File: config.mk
export PLATFORM = sky130hd
export DESIGN_NAME = fetch_queue
export DESIGN_NICKNAME = d
export VERILOG_FILES = /design/src/rtl/fetch_queue_pkg.sv /design/src/rtl/fetch_queue_chk.sv /design/src/rtl/fetch_queue_fifo.sv /design/src/rtl/fetch_queue.sv
export SDC_FILE = /design/constraint.sdc
export NUM_CORES = 1
export LEC_CHECK = 0
export BUFFER_PORTS_ARGS = -buffer_cell sky130_fd_sc_hd__buf_2
export CELL_PAD_IN_SITES_DETAIL_PLACEMENT = 1
export CELL_PAD_IN_SITES_GLOBAL_PLACEMENT = 1
export CORE_UTILIZATION = 49
export DETAILED_ROUTE_END_ITERATION = 6
export PLACE_DENSITY = 0.78
export SLEW_MARGIN = 15
export SYNTH_ARGS = -nofsm -noshare
export SYNTH_HDL_FRONTEND = slang
export SYNTH_SLANG_ARGS = --single-unit
File: constraint.sdc
create_clock -name clk -period 5 [get_ports clk]
set_clock_uncertainty 0.1 [all_clocks]
set_input_delay 0.25 -clock clk [delete_from_list [all_inputs] [get_ports clk]]
set_output_delay 0.25 -clock clk [all_outputs]
set_load 0.01 [all_outputs]
File: src/rtl/fetch_queue_pkg.sv
// ---------------------------------------------------------------------------
// fetch_queue_pkg
// Shared definitions for the fetch queue: the NOP encoding, the RISC-V opcodes
// the static predictor recognises, the queue entry layout and the
// immediate-extraction helpers. The predictor helpers are used only when the
// design is built with PREDICT_EN defined.
// ---------------------------------------------------------------------------
package fetch_queue_pkg;

   localparam int unsigned FQ_XLEN   = 32;
   localparam logic [31:0] NOP       = 32'h0000_0013;
   localparam logic [6:0]  OP_JAL    = 7'b110_1111;
   localparam logic [6:0]  OP_BRANCH = 7'b110_0011;

   typedef struct packed {
      logic [31:0]         instr;
      logic [FQ_XLEN-1:0]  pc;
      logic                pred_taken;
      logic [FQ_XLEN-1:0]  pred_target;
   } fq_entry_t;

   // Sign-extended J-type immediate (JAL offset)
   function automatic logic [31:0] j_imm(input logic [31:0] instr);
      return {{12{instr[31]}}, instr[19:12], instr[20], instr[30:21], 1'b0};
   endfunction

   // Sign-extended B-type immediate (conditional branch offset)
   function automatic logic [31:0] b_imm(input logic [31:0] instr);
      return {{20{instr[31]}}, instr[7], instr[30:25], instr[11:8], 1'b0};
   endfunction

endpackage

File: src/rtl/fetch_queue_chk.sv
// ---------------------------------------------------------------------------
// fq_chk
// Simulation checker for the fetch queue.
// Ports:
//   clk, rst   clock, asynchronous active-high reset
//   push       entry written to the queue this cycle
//   full       queue holds DEPTH entries
// ---------------------------------------------------------------------------
module fq_chk (
   input logic clk,
   input logic rst,
   input logic push,
   input logic full
);

   // A push into a full queue means the request credit accounting is broken
   push_into_full: assert property (@(posedge clk) disable iff (rst) !(push && full));

endmodule

File: src/rtl/fetch_queue_fifo.sv
// ---------------------------------------------------------------------------
// fq_fifo
// DEPTH-entry circular buffer of fetch entries with synchronous clear.
// Ports:
//   clk, rst          clock, asynchronous active-high reset
//   clear             drop all entries (takes priority over push/pop)
//   push, push_data   write one entry at the tail
//   pop               retire the head entry (ignored when empty)
//   head              current head entry (contents undefined when empty)
//   count             number of valid entries, 0..DEPTH
//   full              count == DEPTH
// ---------------------------------------------------------------------------
module fq_fifo
   import fetch_queue_pkg::*;
#(
   parameter int unsigned DEPTH = 4
)(
   input  logic                   clk,
   input  logic                   rst,
   input  logic                   clear,
   input  logic                   push,
   input  fq_entry_t              push_data,
   input  logic                   pop,
   output fq_entry_t              head,
   output logic [$clog2(DEPTH):0] count,
   output logic                   full
);

   localparam int unsigned    AW      = $clog2(DEPTH);
   localparam logic [AW-1:0]  PTR_ONE = AW'(1'b1);
   localparam logic [AW:0]    CNT_ONE = (AW+1)'(1'b1);

   fq_entry_t      mem_r [DEPTH];
   logic [AW-1:0]  wr_ptr_r;
   logic [AW-1:0]  rd_ptr_r;
   logic [AW:0]    count_r;
   logic           do_push_s;
   logic           do_pop_s;

   // Qualified strobes and head/status view
   always_comb begin
      do_push_s = push && !clear;
      do_pop_s  = pop && !clear && (count_r != {(AW+1){1'b0}});
      head      = mem_r[rd_ptr_r];
      count     = count_r;
      full      = (count_r == (AW+1)'(DEPTH));
   end

   // Entry storage; slots outside the valid window are don't-care
   always_ff @(posedge clk) begin
      if (do_push_s) begin
         mem_r[wr_ptr_r] <= push_data;
      end
   end

   // Pointers and occupancy
   always_ff @(posedge clk or posedge rst) begin
      if (rst) begin
         wr_ptr_r <= {AW{1'b0}};
         rd_ptr_r <= {AW{1'b0}};
         count_r  <= {(AW+1){1'b0}};
      end else if (clear) begin
         wr_ptr_r <= {AW{1'b0}};
         rd_ptr_r <= {AW{1'b0}};
         count_r  <= {(AW+1){1'b0}};
      end else begin
         if (do_push_s) begin
            wr_ptr_r <= wr_ptr_r + PTR_ONE;
         end
         if (do_pop_s) begin
            rd_ptr_r <= rd_ptr_r + PTR_ONE;
         end
         case ({do_push_s, do_pop_s})
            2'b10:   count_r <= count_r + CNT_ONE;
            2'b01:   count_r <= count_r - CNT_ONE;
            default: count_r <= count_r;
         endcase
      end
   end

endmodule

File: src/rtl/fetch_queue.sv
// ---------------------------------------------------------------------------
// fetch_queue
// Sequential-PC fetch front end. Issues in-order instruction-memory reads,
// buffers returned words with their PC in a DEPTH-entry queue and presents
// them to decode over valid/ready. A redirect flushes the queue, restarts
// fetch at redirect_pc and discards every response still in flight.
// Optional build macro PREDICT_EN adds a static BTFN predictor applied when an
// entry is pushed (taken JAL / backward branch re-steers fetch internally).
// Ports:
//   clk, rst                    clock, asynchronous active-high reset
//   redirect_valid/redirect_pc  flush and restart fetch at redirect_pc
//   imem_req/imem_addr          read request, held until imem_gnt
//   imem_gnt                    request accepted this cycle
//   imem_rvalid/imem_rdata      in-order read response
//   out_valid/out_ready         decode handshake for the head entry
//   out_instr/out_pc/out_pc_p4  head word (NOP when invalid), its PC, PC+4
//   out_pred_taken/target       head prediction (not-taken / PC+4 by default)
// ---------------------------------------------------------------------------
module fetch_queue
   import fetch_queue_pkg::*;
#(
   parameter int unsigned      XLEN     = 32,
   parameter int unsigned      DEPTH    = 4,
   parameter int unsigned      MAX_OUT  = 2,
   parameter logic [XLEN-1:0]  RESET_PC = 32'h0000_0000
)(
   input  logic            clk,
   input  logic            rst,
   input  logic            redirect_valid,
   input  logic [XLEN-1:0] redirect_pc,
   output logic            imem_req,
   output logic [XLEN-1:0] imem_addr,
   input  logic            imem_gnt,
   input  logic            imem_rvalid,
   input  logic [31:0]     imem_rdata,
   output logic            out_valid,
   input  logic            out_ready,
   output logic [31:0]     out_instr,
   output logic [XLEN-1:0] out_pc,
   output logic [XLEN-1:0] out_pc_p4,
   output logic            out_pred_taken,
   output logic [XLEN-1:0] out_pred_target
);

   localparam int unsigned     CW      = $clog2(DEPTH) + 1;
   localparam int unsigned     OW      = $clog2(MAX_OUT + 1);
   localparam logic [XLEN-1:0] PC_STEP = XLEN'(32'd4);
   localparam logic [OW-1:0]   OUT_ONE = OW'(1'b1);

   logic [XLEN-1:0] fetch_pc_r,    fetch_pc_n_s;
   logic [XLEN-1:0] resp_pc_r,     resp_pc_n_s;
   logic [OW-1:0]   outstanding_r, outstanding_n_s;
   logic [OW-1:0]   discard_r,     discard_n_s;
   logic [XLEN-1:0] resp_pc_p4_s;
   logic [CW-1:0]   fifo_count_s;
   logic            fifo_full_s;
   fq_entry_t       head_s;
   fq_entry_t       push_entry_s;
   logic            credit_s;
   logic            fire_s;
   logic            rsp_s;
   logic            accept_s;
   logic            pop_s;
   logic            pred_taken_s;
   logic [XLEN-1:0] pred_target_s;

   // Request credit and response qualification. Responses arriving with
   // nothing outstanding (e.g. after a reset) are ignored.
   always_comb begin
      credit_s  = ((int'(fifo_count_s) + int'(outstanding_r)) < int'(DEPTH)) &&
                  (int'(outstanding_r) < int'(MAX_OUT));
      imem_req  = !rst && !redirect_valid && credit_s;
      imem_addr = fetch_pc_r;
      fire_s    = imem_req && imem_gnt;
      rsp_s     = imem_rvalid && (outstanding_r != {OW{1'b0}});
      accept_s  = rsp_s && (discard_r == {OW{1'b0}}) && !redirect_valid;
      resp_pc_p4_s = resp_pc_r + PC_STEP;
   end

   // Prediction for the word being pushed
   always_comb begin
      pred_taken_s  = 1'b0;
      pred_target_s = resp_pc_p4_s;
`ifdef PREDICT_EN
      if (accept_s && (imem_rdata[6:0] == OP_JAL)) begin
         pred_taken_s  = 1'b1;
         pred_target_s = resp_pc_r + j_imm(imem_rdata);
      end else if (accept_s && (imem_rdata[6:0] == OP_BRANCH) && imem_rdata[31]) begin
         pred_taken_s  = 1'b1;
         pred_target_s = resp_pc_r + b_imm(imem_rdata);
      end else begin
         pred_taken_s  = 1'b0;
         pred_target_s = resp_pc_p4_s;
      end
`endif
      push_entry_s = '{instr: imem_rdata, pc: resp_pc_r,
                       pred_taken: pred_taken_s, pred_target: pred_target_s};
   end

   // Next fetch/response PCs and in-flight bookkeeping. On any re-steer every
   // request still outstanding afterwards is stale, so discard tracks it.
   always_comb begin
      case ({fire_s, rsp_s})
         2'b10:   outstanding_n_s = outstanding_r + OUT_ONE;
         2'b01:   outstanding_n_s = outstanding_r - OUT_ONE;
         default: outstanding_n_s = outstanding_r;
      endcase
      if (redirect_valid) begin
         fetch_pc_n_s = redirect_pc;
         resp_pc_n_s  = redirect_pc;
         discard_n_s  = outstanding_n_s;
      end else if (pred_taken_s) begin
         fetch_pc_n_s = pred_target_s;
         resp_pc_n_s  = pred_target_s;
         discard_n_s  = outstanding_n_s;
      end else begin
         fetch_pc_n_s = fire_s   ? fetch_pc_r + PC_STEP : fetch_pc_r;
         resp_pc_n_s  = accept_s ? resp_pc_p4_s         : resp_pc_r;
         if (rsp_s && (discard_r != {OW{1'b0}})) begin
            discard_n_s = discard_r - OUT_ONE;
         end else begin
            discard_n_s = discard_r;
         end
      end
   end

   // Fetch state registers
   always_ff @(posedge clk or posedge rst) begin
      if (rst) begin
         fetch_pc_r    <= RESET_PC;
         resp_pc_r     <= RESET_PC;
         outstanding_r <= {OW{1'b0}};
         discard_r     <= {OW{1'b0}};
      end else begin
         fetch_pc_r    <= fetch_pc_n_s;
         resp_pc_r     <= resp_pc_n_s;
         outstanding_r <= outstanding_n_s;
         discard_r     <= discard_n_s;
      end
   end

   fq_fifo #(.DEPTH(DEPTH)) u_fifo (
      .clk       (clk),
      .rst       (rst),
      .clear     (redirect_valid),
      .push      (accept_s),
      .push_data (push_entry_s),
      .pop       (pop_s),
      .head      (head_s),
      .count     (fifo_count_s),
      .full      (fifo_full_s)
   );

   fq_chk u_chk (
      .clk  (clk),
      .rst  (rst),
      .push (accept_s),
      .full (fifo_full_s)
   );

   // Decode-side view; the redirect cycle hides the head being flushed
   always_comb begin
      out_valid = (fifo_count_s != {CW{1'b0}}) && !redirect_valid;
      pop_s     = out_valid && out_ready;
      if (out_valid) begin
         out_instr      = head_s.instr;
         out_pc         = head_s.pc;
         out_pred_taken = head_s.pred_taken;
      end else begin
         out_instr      = NOP;
         out_pc         = {XLEN{1'b0}};
         out_pred_taken = 1'b0;
      end
      out_pc_p4       = out_pc + PC_STEP;
      out_pred_target = out_valid ? head_s.pred_target : out_pc_p4;
   end

endmodule

## After elaboration in Yosys (flattened, before gate mapping)

Memories as Yosys holds them, arrays and structs flattened.
Index checks and enable logic that the tools add are counted.

- Muxes and demuxes: 19
- Eq/ne operators: 4
- Order comparisons: 2
- Reduce and logical (&&, ||, !) cells: 25
- Bitwise operators: 0
- Multipliers: 0
- Div/mod/pow operators: 0
- Shift-type cells: 0
- Add/sub/neg operators: 11

Operator list:

| cell | number |
|---|---|
| $mux 32 | 7 |
| $add 32x3->32 const B | 3 |
| $reduce_bool 2->1 | 7 |
| $logic_and 1x1->1 | 13 |
| $mux 2 | 6 |
| $add 2x1->2 const B | 3 |
| $pmux 3 s2 | 1 |
| $reduce_bool 3->1 | 2 |
| $add 3x2->4 | 1 |
| $eq 2x1->1 const B | 2 |
| $eq 2x2->1 const B | 2 |
| $lt 4x3->1 const B | 1 |
| $pmux 2 s2 | 1 |
| $sub 2x1->2 const B | 2 |
| $add 3x1->3 const B | 1 |
| $mux 1 | 3 |
| $mux 3 | 1 |
| $sub 3x1->3 const B | 1 |
| $logic_not 1->1 | 2 |
| $logic_not 2->1 | 1 |
| $lt 2x2->1 const B | 1 |

- Bits in latches: 0
- Memories kept: 1
- Output and inout port bits: 163
- Word-level logic and storage cells: 69
- ROM bits: 0
- Memory bits (writable): 384
- Register bits: 75
- Input bits: 70

Memories:

| name | words | bits a word | read ports | clocked after memory_dff | wr ports | line | RTL |
|---|---|---|---|---|---|---|---|
| u_fifo.mem_r | 4 | 96 | 1 | 0 | 1 | fetch_queue_fifo.sv:33 | `fq_entry_t mem_r [DEPTH];` |

## Longest topological paths before layout

Gate-level depths: netlist of run 1.

- Depth after elaboration: 8
- Mapped depth: 13

## Modules after synthesis

Synthesis of run 1 repeated with hierarchy kept, for this count alone.

- Cells, all modules: 1269
- Area, all modules: 20151.8 µm²

Modules (own cells, without submodules):

| module | times used | sequential area each (µm²) | cells each | area each (µm²) |
|---|---|---|---|---|
| fq_fifo | 1 | 11826.3 | 563 | 14624.0 |
| fetch_queue | 1 | 1701.6 | 706 | 5527.8 |

## Least setup slack after synthesis of run 1

No wires, ideal clock.

- Kind: register -> register
- Start: register discard_r[0]
- End: memory u_fifo.mem_r[0][10] (netlist name), enable pin
- Buffers on the path: 1
- Data arrival time: 3.341 ns
- Cell stages (with the launch flop): 6
- Slack: 1.095 ns
- Path through: dfrtp_1 inv_1 ha_1 and2_1 clkbuf_1 and3_1

- Word-level cells in the longest chain between the ends: 6

Ends and longest elaborated chain:

| element | line | RTL |
|---|---|---|
| start, declared | fetch_queue.sv:53 | `logic [OW-1:0] discard_r, discard_n_s;` |
| start signal, assigned | fetch_queue.sv:133 | `discard_r <= {OW{1'b0}};` |
| start signal, assigned | fetch_queue.sv:138 | `discard_r <= discard_n_s;` |
| $logic_not 2->1 | fetch_queue.sv:76 | `accept_s = rsp_s && (discard_r == {OW{1'b0}}) && !redirect_valid;` |
| $logic_and 1x1->1 (2 in a row) | fetch_queue.sv:76 |  |
| $logic_and 1x1->1 | fetch_queue_fifo.sv:42 | `do_push_s = push && !clear;` |
| $mux 1 | fetch_queue_fifo.sv:51 | `if (do_push_s) begin` |
| $mux 1 (not written as such) | fetch_queue_fifo.sv:52 | `mem_r[wr_ptr_r] <= push_data;` |
| end, declared | fetch_queue_fifo.sv:33 |  |

No other way between the ends.

## Final worst setup path of run 1

- Start: register u_fifo.rd_ptr_r[0]
- End: output out_pc_p4[24]

- Word-level cells in the longest chain between the ends: 3

Ends and longest elaborated chain:

| element | line | RTL |
|---|---|---|
| start, declared | fetch_queue_fifo.sv:35 | `logic [AW-1:0] rd_ptr_r;` |
| start signal, assigned | fetch_queue_fifo.sv:60 | `rd_ptr_r <= {AW{1'b0}};` |
| start signal, assigned | fetch_queue_fifo.sv:64 | `rd_ptr_r <= {AW{1'b0}};` |
| start signal, assigned | fetch_queue_fifo.sv:71 | `rd_ptr_r <= rd_ptr_r + PTR_ONE;` |
| $mem_v2 4x96 | -- |  |
| $mux 32 | fetch_queue.sv:165 | `if (out_valid) begin` |
| $add 32x3->32 | fetch_queue.sv:174 | `out_pc_p4 = out_pc + PC_STEP;` |
| end, declared | fetch_queue.sv:40 | `output logic [XLEN-1:0] out_pc_p4,` |

No other way between the ends.

==> results of run 1 <==
kinds of logic (layout without fill, tap and decap cells):
kind of cell / Yosys count / count (layout) / share of synthesized area, %
flops: 451 / 451 / 67.56
simple gates: 380 / 380 / 10.27
mux: 104 / 104 / 11.56
buf+inv: 104 / 433 / 2.414
compound gates: 102 / 102 / 3.126
xor+xnor: 96 / 96 / 4.314
fa+ha+maj: 11 / 11 / 0.7447
other cells: 1 / 1 / 0.01924
how the worst max path moves through the flow:
| stage | start | endpoint | slack, ns | cells after the start |
|---|---|---|---|---|
| floorplan | discard_r[0] | u_fifo.mem_r[0][10] | 1.10 | 5 |
| global placement | u_fifo.rd_ptr_r[0] | out_pc_p4[21] | 1.26 | 8 |
| detailed placement | u_fifo.count[0] | out_pc_p4[21] | 1.16 | 8 |
| CTS | u_fifo.count[0] | out_pc_p4[21] | 0.58 | 8 |
| global route | u_fifo.rd_ptr_r[0] | out_pc_p4[24] | 0.31 | 10 |
| finish | u_fifo.rd_ptr_r[0] | out_pc_p4[24] | 0.52 | 10 |
placed cells by master, fill, tap and decap left out, drive strengths merged, types with 6 or more instances in the layout:
cell type,synthesis,layout
dfrtp,75,75
o311ai,11,11
nand2,98,98
and3,93,93
clkbuf,49,62
buf,27,251
o21ai,50,50
nand4,18,18
and4,6,6
xnor2,57,57
mux4,94,94
edfxtp,376,376
xor2,39,39
nor3,19,19
nor4,8,8
inv,28,28
and2,6,6
mux2i,6,6
a21oi,16,16
clkinv,0,19
nor2,58,58
ha,10,10
dlygate4sd3,0,67
a31oi,10,10
nand3,44,44
o211ai,6,6
nand2b,6,6
power by group:
group | total (mW) | internal [mW] | switching, mW
registers | 4.50 | 4.30 | 0.199
clock network | 3.32 | 1.87 | 1.44
logic | 1.46 | 0.600 | 0.855
total | 9.28 | 6.78 | 2.50
layer usage:
layer / track usage, % / vias up / share of wire, % / wire, um
li1: - / 5386 / - / -
met2: 43.39 / 480 / 49 / 26100
met1: 36.35 / 6440 / 43 / 22630
met5: 0 / - / 0 / 0
met3: 4.195 / 73 / 6.0 / 3173
met4: 8.469 / 0 / 2.3 / 1214
through the flow:
stage | power, mW | std cells | hold WS (ns)
after global placement | 5.910 | 1942 | 0.2318
final | 9.275 | 2096 | 0.1929
after floorplan | 5.444 | 1249 | 0.2489
after CTS | 9.316 | 2096 | 0.1789
after global routing | 9.577 | 2096 | 0.2252
after detailed placement | 5.981 | 1942 | 0.2438
cell usage after synthesis (11+ instances only):
cell / number / area [um^2]
edfxtp_1: 376 / 11290
nand2_1: 98 / 367.9
and3_1: 92 / 575.6
mux4_2: 86 / 1937
dfrtp_1: 75 / 1877
nor2_1: 58 / 217.7
xnor2_1: 57 / 499.2
o21ai_0: 50 / 250.2
clkbuf_1: 49 / 183.9
nand3_1: 43 / 215.2
xor2_1: 39 / 341.6
inv_1: 28 / 105.1
nor3_1: 19 / 95.09
nand4_1: 18 / 112.6
a21oi_1: 16 / 80.08
buf_2: 12 / 60.06
o311ai_0: 11 / 96.34
worst max-delay path: cells and delay by family, from the launching register on:
kind,cells,cell delay [ns]
AOI/OAI and AO/OA,1,0.31
xor gates and xnor gates,1,0.16
adders and majority gates,1,0.27
buffers and inverters,1,0.15
DFF,1,0.65
muxes,1,0.48
and+or+nand+nor,5,1.53
state kept, by name, indices dropped and copies added (netlist names):
| name | count |
|---|---|
| discard_r | 2 |
| imem_addr | 32 |
| outstanding_r | 2 |
| resp_pc_r | 32 |
| u_fifo.count | 3 |
| u_fifo.mem_r | 376 |
| u_fifo.rd_ptr_r | 2 |
| u_fifo.wr_ptr_r | 2 |
area by class of cell:
cell class | count | area (um^2) | area share, %
clock inverter | 25 | 191.4 | 0.8221
clock buffer | 62 | 1254 | 5.384
tap | 518 | 648.1 | 2.783
inverter | 28 | 106.4 | 0.4567
multi-input combinational | 694 | 5873 | 25.22
sequential | 451 | 13180 | 56.58
timing repair buffer | 318 | 2039 | 8.758
==> flow_metrics.env, run 1 <==
export IMPL_outcome="finished, final reports clean"
export IMPL_period_minus_slack_ns=4.477
export IMPL_num_vias=12380
export IMPL_fp_dieH_um=201.4
export IMPL_async_reset_ff_share_pct=16.63
export IMPL_grt_pass1_wl_um=80900
export IMPL_end_kind="output pin"
export IMPL_antenna_found_initial=0
export IMPL_cts_resized=0
export IMPL_power_leakage_nw=8.652
export IMPL_rr_startpoint="u_fifo.count[0]"
export IMPL_clk_transition_reported_paths_ns=0.06
export IMPL_rsz0062_at_grt="false"
export IMPL_die_area_mm2=0.04058
export IMPL_syn_num_nets=1330
export IMPL_hold_buffers=67
export IMPL_start_util_pct=50.08
export IMPL_cts_tree="yes"
export IMPL_power_density_mw_per_mm2=398.3
export IMPL_synth_seq_cells=451
export IMPL_path_max_fanout=23
export IMPL_clockBufferDepth=3
export IMPL_grt_pass1_vias=13240
export IMPL_syn_cell_area_mm2=0.01949
export IMPL_drv_cap=0
export IMPL_routed_wl_um=53120
export IMPL_clock_fmax_ghz=0.2234
export IMPL_drive_gt1_share_pct=27.00
export IMPL_final_max_slew_viol_count=0
export IMPL_firstDrtPassIters=4
export IMPL_setup_viol=0
export IMPL_reg2reg_slack_ns=1.52
export IMPL_timing_final_ws_setup_ns=0.5234
export IMPL_arrival_ns=4.13
export IMPL_grt_overflow=0
export IMPL_area_delta_synth_final_pct=19.48
export IMPL_pre_cts_ws_ns=1.159
export IMPL_post_route_drc_count=0
export IMPL_rows=72
export IMPL_nNetsFinal=1621
export IMPL_final_core_util_pct=59.84
export IMPL_crit_path_start_kind="register"
export IMPL_clock_sinks=451
export IMPL_synth_edf_count=376
export IMPL_crit_slowest_cell="dfrtp_4"
export IMPL_io_buffer_count=231
export IMPL_fill_cells=3703
export IMPL_fin_crit_sh_pct=89.53
export IMPL_ant_nets=0
export IMPL_io_pins=233
export IMPL_gp_congestion=0.8656
export IMPL_cts_buffers=47
export IMPL_cp_slowest_stage_delay_ns=0.65
export IMPL_grt_max_degree=87
export IMPL_die_x_um=201.4
export IMPL_slew_headroom_pct=30.29
export IMPL_cts_max_level=2
export IMPL_tightest_slew_ns=1.038
export IMPL_place_hpwl_um=33290
export IMPL_hp_class="primary input to async pin"
export IMPL_worstPathRequired_ns=4.65
export IMPL_avgSynthCellArea_um2=15.60
export IMPL_netlist_instances=1249
export IMPL_crit_chain="mux4_1 -> and3_1 -> ha_1 -> nand2_1 -> o22ai_1 -> nor4b_4 -> nand3_1 -> nor4_1 -> xnor2_1 -> buf_2"
export IMPL_cts_root_buf="clkbuf_16"
export IMPL_yosysSeqAreaShare_pct=67.56
export IMPL_tns_ns=0
export IMPL_core_area_mm2=0.03892
export IMPL_postCtsSetupRepairBufs=0
export IMPL_r2r_end="u_fifo.count[2]"
export IMPL_drtIter0Drc=938
export IMPL_ys_flop_type="edfxtp_1"
export IMPL_routed_via_density=5.906
export IMPL_design_area_mm2=0.02329
export IMPL_criticalPathCategory="register to output pin"
export IMPL_yosysWarningCount=0
export IMPL_synth_cell_types=56
export IMPL_avgRoutedWirePerCell_um=25.34
export IMPL_dpl_cell_area_mm2=0.02117
export IMPL_vdd_drop_max_mv=0.2200
export IMPL_diodes=0
export IMPL_ff2ff_path_depth=9
export IMPL_hold_viol_final=0
export IMPL_clock_latency_ns=0.57
export IMPL_grt_total_usage_pct=26.42
Power figures use the tool's default switching activity.
==> run 2, diff against run 1 <==
--- a/config.mk
+++ b/config.mk
@@ -10,5 +10,5 @@
 export CELL_PAD_IN_SITES_GLOBAL_PLACEMENT = 1
-export CORE_UTILIZATION = 49
+export CORE_UTILIZATION = 29
 export DETAILED_ROUTE_END_ITERATION = 6
-export PLACE_DENSITY = 0.78
+export PLACE_DENSITY = 0.5
 export SLEW_MARGIN = 15
==> constraint.sdc (replaced) <==
create_clock -name clk -period 5 [get_ports clk]
set_clock_uncertainty 0.1 [all_clocks]
set_input_delay 1 -clock clk [delete_from_list [all_inputs] [get_ports clk]]
set_output_delay 1 -clock clk [all_outputs]
set_load 0.01 [all_outputs]
==> flow_metrics.env, run 2 (synthesis gave the netlist of run 1 again) <==
export IMPL_outcome="complete, but fails checks"
export IMPL_violations="DRC"
export IMPL_crit_family="simple AND/OR/NAND/NOR gates"
export IMPL_avgRoutedWirePerCell_um=23.25
export IMPL_fill_cells=6879
export IMPL_die_area_mm2=0.06825
export IMPL_grt_overflow=0
export IMPL_end_kind="output pin"
export IMPL_final_max_slew_viol_count=0
export IMPL_grt_max_degree=64
export IMPL_routed_via_density=4.896
export IMPL_regMostFlops="u_fifo.mem_r"
export IMPL_io_buffer_count=231
export IMPL_hp_class="register to register"
export IMPL_drtIter0Drc=599
export IMPL_worst_path_buf_inv=2
export IMPL_diodes=0
export IMPL_hold_viol_final=0
export IMPL_period_minus_slack_ns=4.741
export IMPL_worstPathRequired_ns=3.90
export IMPL_crit_path_start_kind="register"
export IMPL_ff2ff_path_depth=7
export IMPL_path_max_fanout=18
export IMPL_slew_headroom_pct=42.53
export IMPL_antenna_found_initial=3
export IMPL_nNetsFinal=1581
export IMPL_drive_gt1_share_pct=30.30
export IMPL_post_route_drc_count=16
export IMPL_largest_register_ffs=376
export IMPL_drv_cap=0
export IMPL_place_hpwl_um=38200
export IMPL_reg2reg_slack_ns=1.68
export IMPL_fp_dieH_um=261.2
export IMPL_ant_nets=0
export IMPL_gp_congestion=0.7804
export IMPL_cp_slowest_stage_delay_ns=0.66
export IMPL_grt_total_usage_pct=16.18
export IMPL_io_pins=233
export IMPL_clock_sinks=451
export IMPL_power_mw=9.974
export IMPL_clock_fmax_ghz=0.2109
export IMPL_crit_chain="buf_4 -> mux4_1 -> nand2_1 -> or4_4 -> or4_4 -> nor3b_2 -> xor2_1 -> buf_2"
export IMPL_instances_no_fill=2405
export IMPL_crit_slowest_cell="dfrtp_4"
export IMPL_clk_transition_reported_paths_ns=0.06
export IMPL_vdd_drop_max_mv=0.2077
export IMPL_clock_latency_ns=0.60
export IMPL_criticalPathCategory="register to output pin"
export IMPL_fin_crit_sh_pct=94.82
export IMPL_firstDrtPassIters=7
export IMPL_holdPathStages=2
export IMPL_start_util_pct=29.49
export IMPL_setup_viol=0
export IMPL_cts_root_buf="clkbuf_16"
export IMPL_rows=94
export IMPL_power_density_mw_per_mm2=423.1
export IMPL_power_leakage_nw=8.667
export IMPL_arrival_ns=3.64
export IMPL_tightest_slew_ns=0.8599
export IMPL_cts_max_level=2
export IMPL_grt_pass1_vias=12160
export IMPL_clockBufferDepth=3
export IMPL_multi_input_area_mm2=0.005873
export IMPL_regArea_mm2=0.01318
export IMPL_final_core_util_pct=35.67
export IMPL_core_area_mm2=0.06610
export IMPL_cpMostUsedCell="or4_4"
export IMPL_final_cell_mix="edfxtp_1 (376), buf_2 (231), nand2_1 (98), and3_1 (88), mux4_2 (86)"
export IMPL_area_delta_synth_final_pct=20.97
export IMPL_num_vias=11780
export IMPL_routed_wl_um=55920
export IMPL_grt_pass1_wl_um=81720
export IMPL_dp_cells=2310
export IMPL_rsz0062_at_grt="false"
export IMPL_cts_buffers=51
export IMPL_cp_depth=8
export IMPL_die_x_um=261.2
export IMPL_tns_ns=0
export IMPL_cts_tree="yes"
export IMPL_layout_commonest_cell="edfxtp_1"
[run 2: cell types whose count changed in the layout (fill, tap and decap cells not counted), sizes merged]
cell / delta
clkinv: -3
inv: +2
clkinvlp: +2
buf: +23
bufinv: +7
dlygate4sd3: -67
clkbuf: -1
[run 2: worst reg2reg max path, delay by kind of cell (launching register included)]
kind / cells / cell delay [ns]
AND/OR/NAND/NOR: 5 / 1.47
adder cells (fa/ha/maj): 1 / 0.29
flip-flops: 1 / 0.57
XOR/XNOR: 1 / 0.61
[run 2: per-layer routing]
layer / wire length [um] / vias up / GRT usage (%)
met5: 0 / - / 0
met2: 25740 / 276 / 25.24
met4: 1243 / 0 / 4.409
li1: - / 5317 / -
met3: 2567 / 63 / 2.439
met1: 26370 / 6119 / 23.43
[run 2: path summary, 6_finish.rpt]
check | from | to
worst max-delay path | u_fifo.rd_ptr_r[1] | out_pc_p4[21]
worst min-delay path | imem_addr[1] | imem_addr[1]
worst max register to register | resp_pc_r[2] | u_fifo.mem_r[2][28]
worst min register to register | imem_addr[1] | imem_addr[1]
max in group asynchronous | rst | outstanding_r[1]
min in group asynchronous | rst | resp_pc_r[12]
[run 2: cell type report]
| type | count | share of cell area [%] |
|---|---|---|
| clock buffers | 61 | 5.838 |
| clock inverters | 33 | 1.804 |
| inverters | 28 | 0.4617 |
| multi-input cells | 694 | 24.91 |
| flip-flops and latches | 451 | 55.88 |
| well taps | 864 | 4.585 |
| repair buffers | 274 | 6.517 |
[run 2: power by group]
group	internal, mW	switching (mW)
Clock	2.44	1.59
Sequential	4.30	0.175
Combinational	0.587	0.888
[run 2: per-stage QoR]
step,hold WS [ns],worst slack [ns],area [um^2]
floorplan,0.3742,0.3517,19490
global placement,0.4130,0.5749,21750
detailed placement,0.4169,0.5478,21750
CTS,0.4390,0.003262,23550
global route,0.4911,0.03984,23580
finish,0.4333,0.2592,23580
[run 2: what timing repair did]
action | in CTS | in global routing
gates resized for setup | 0 | 2
buffers inserted | 0 | 1
endpoints found under the setup margin | 0 | 9
endpoints found under the hold margin | 0 | 0
hold buffers | 0 | 0
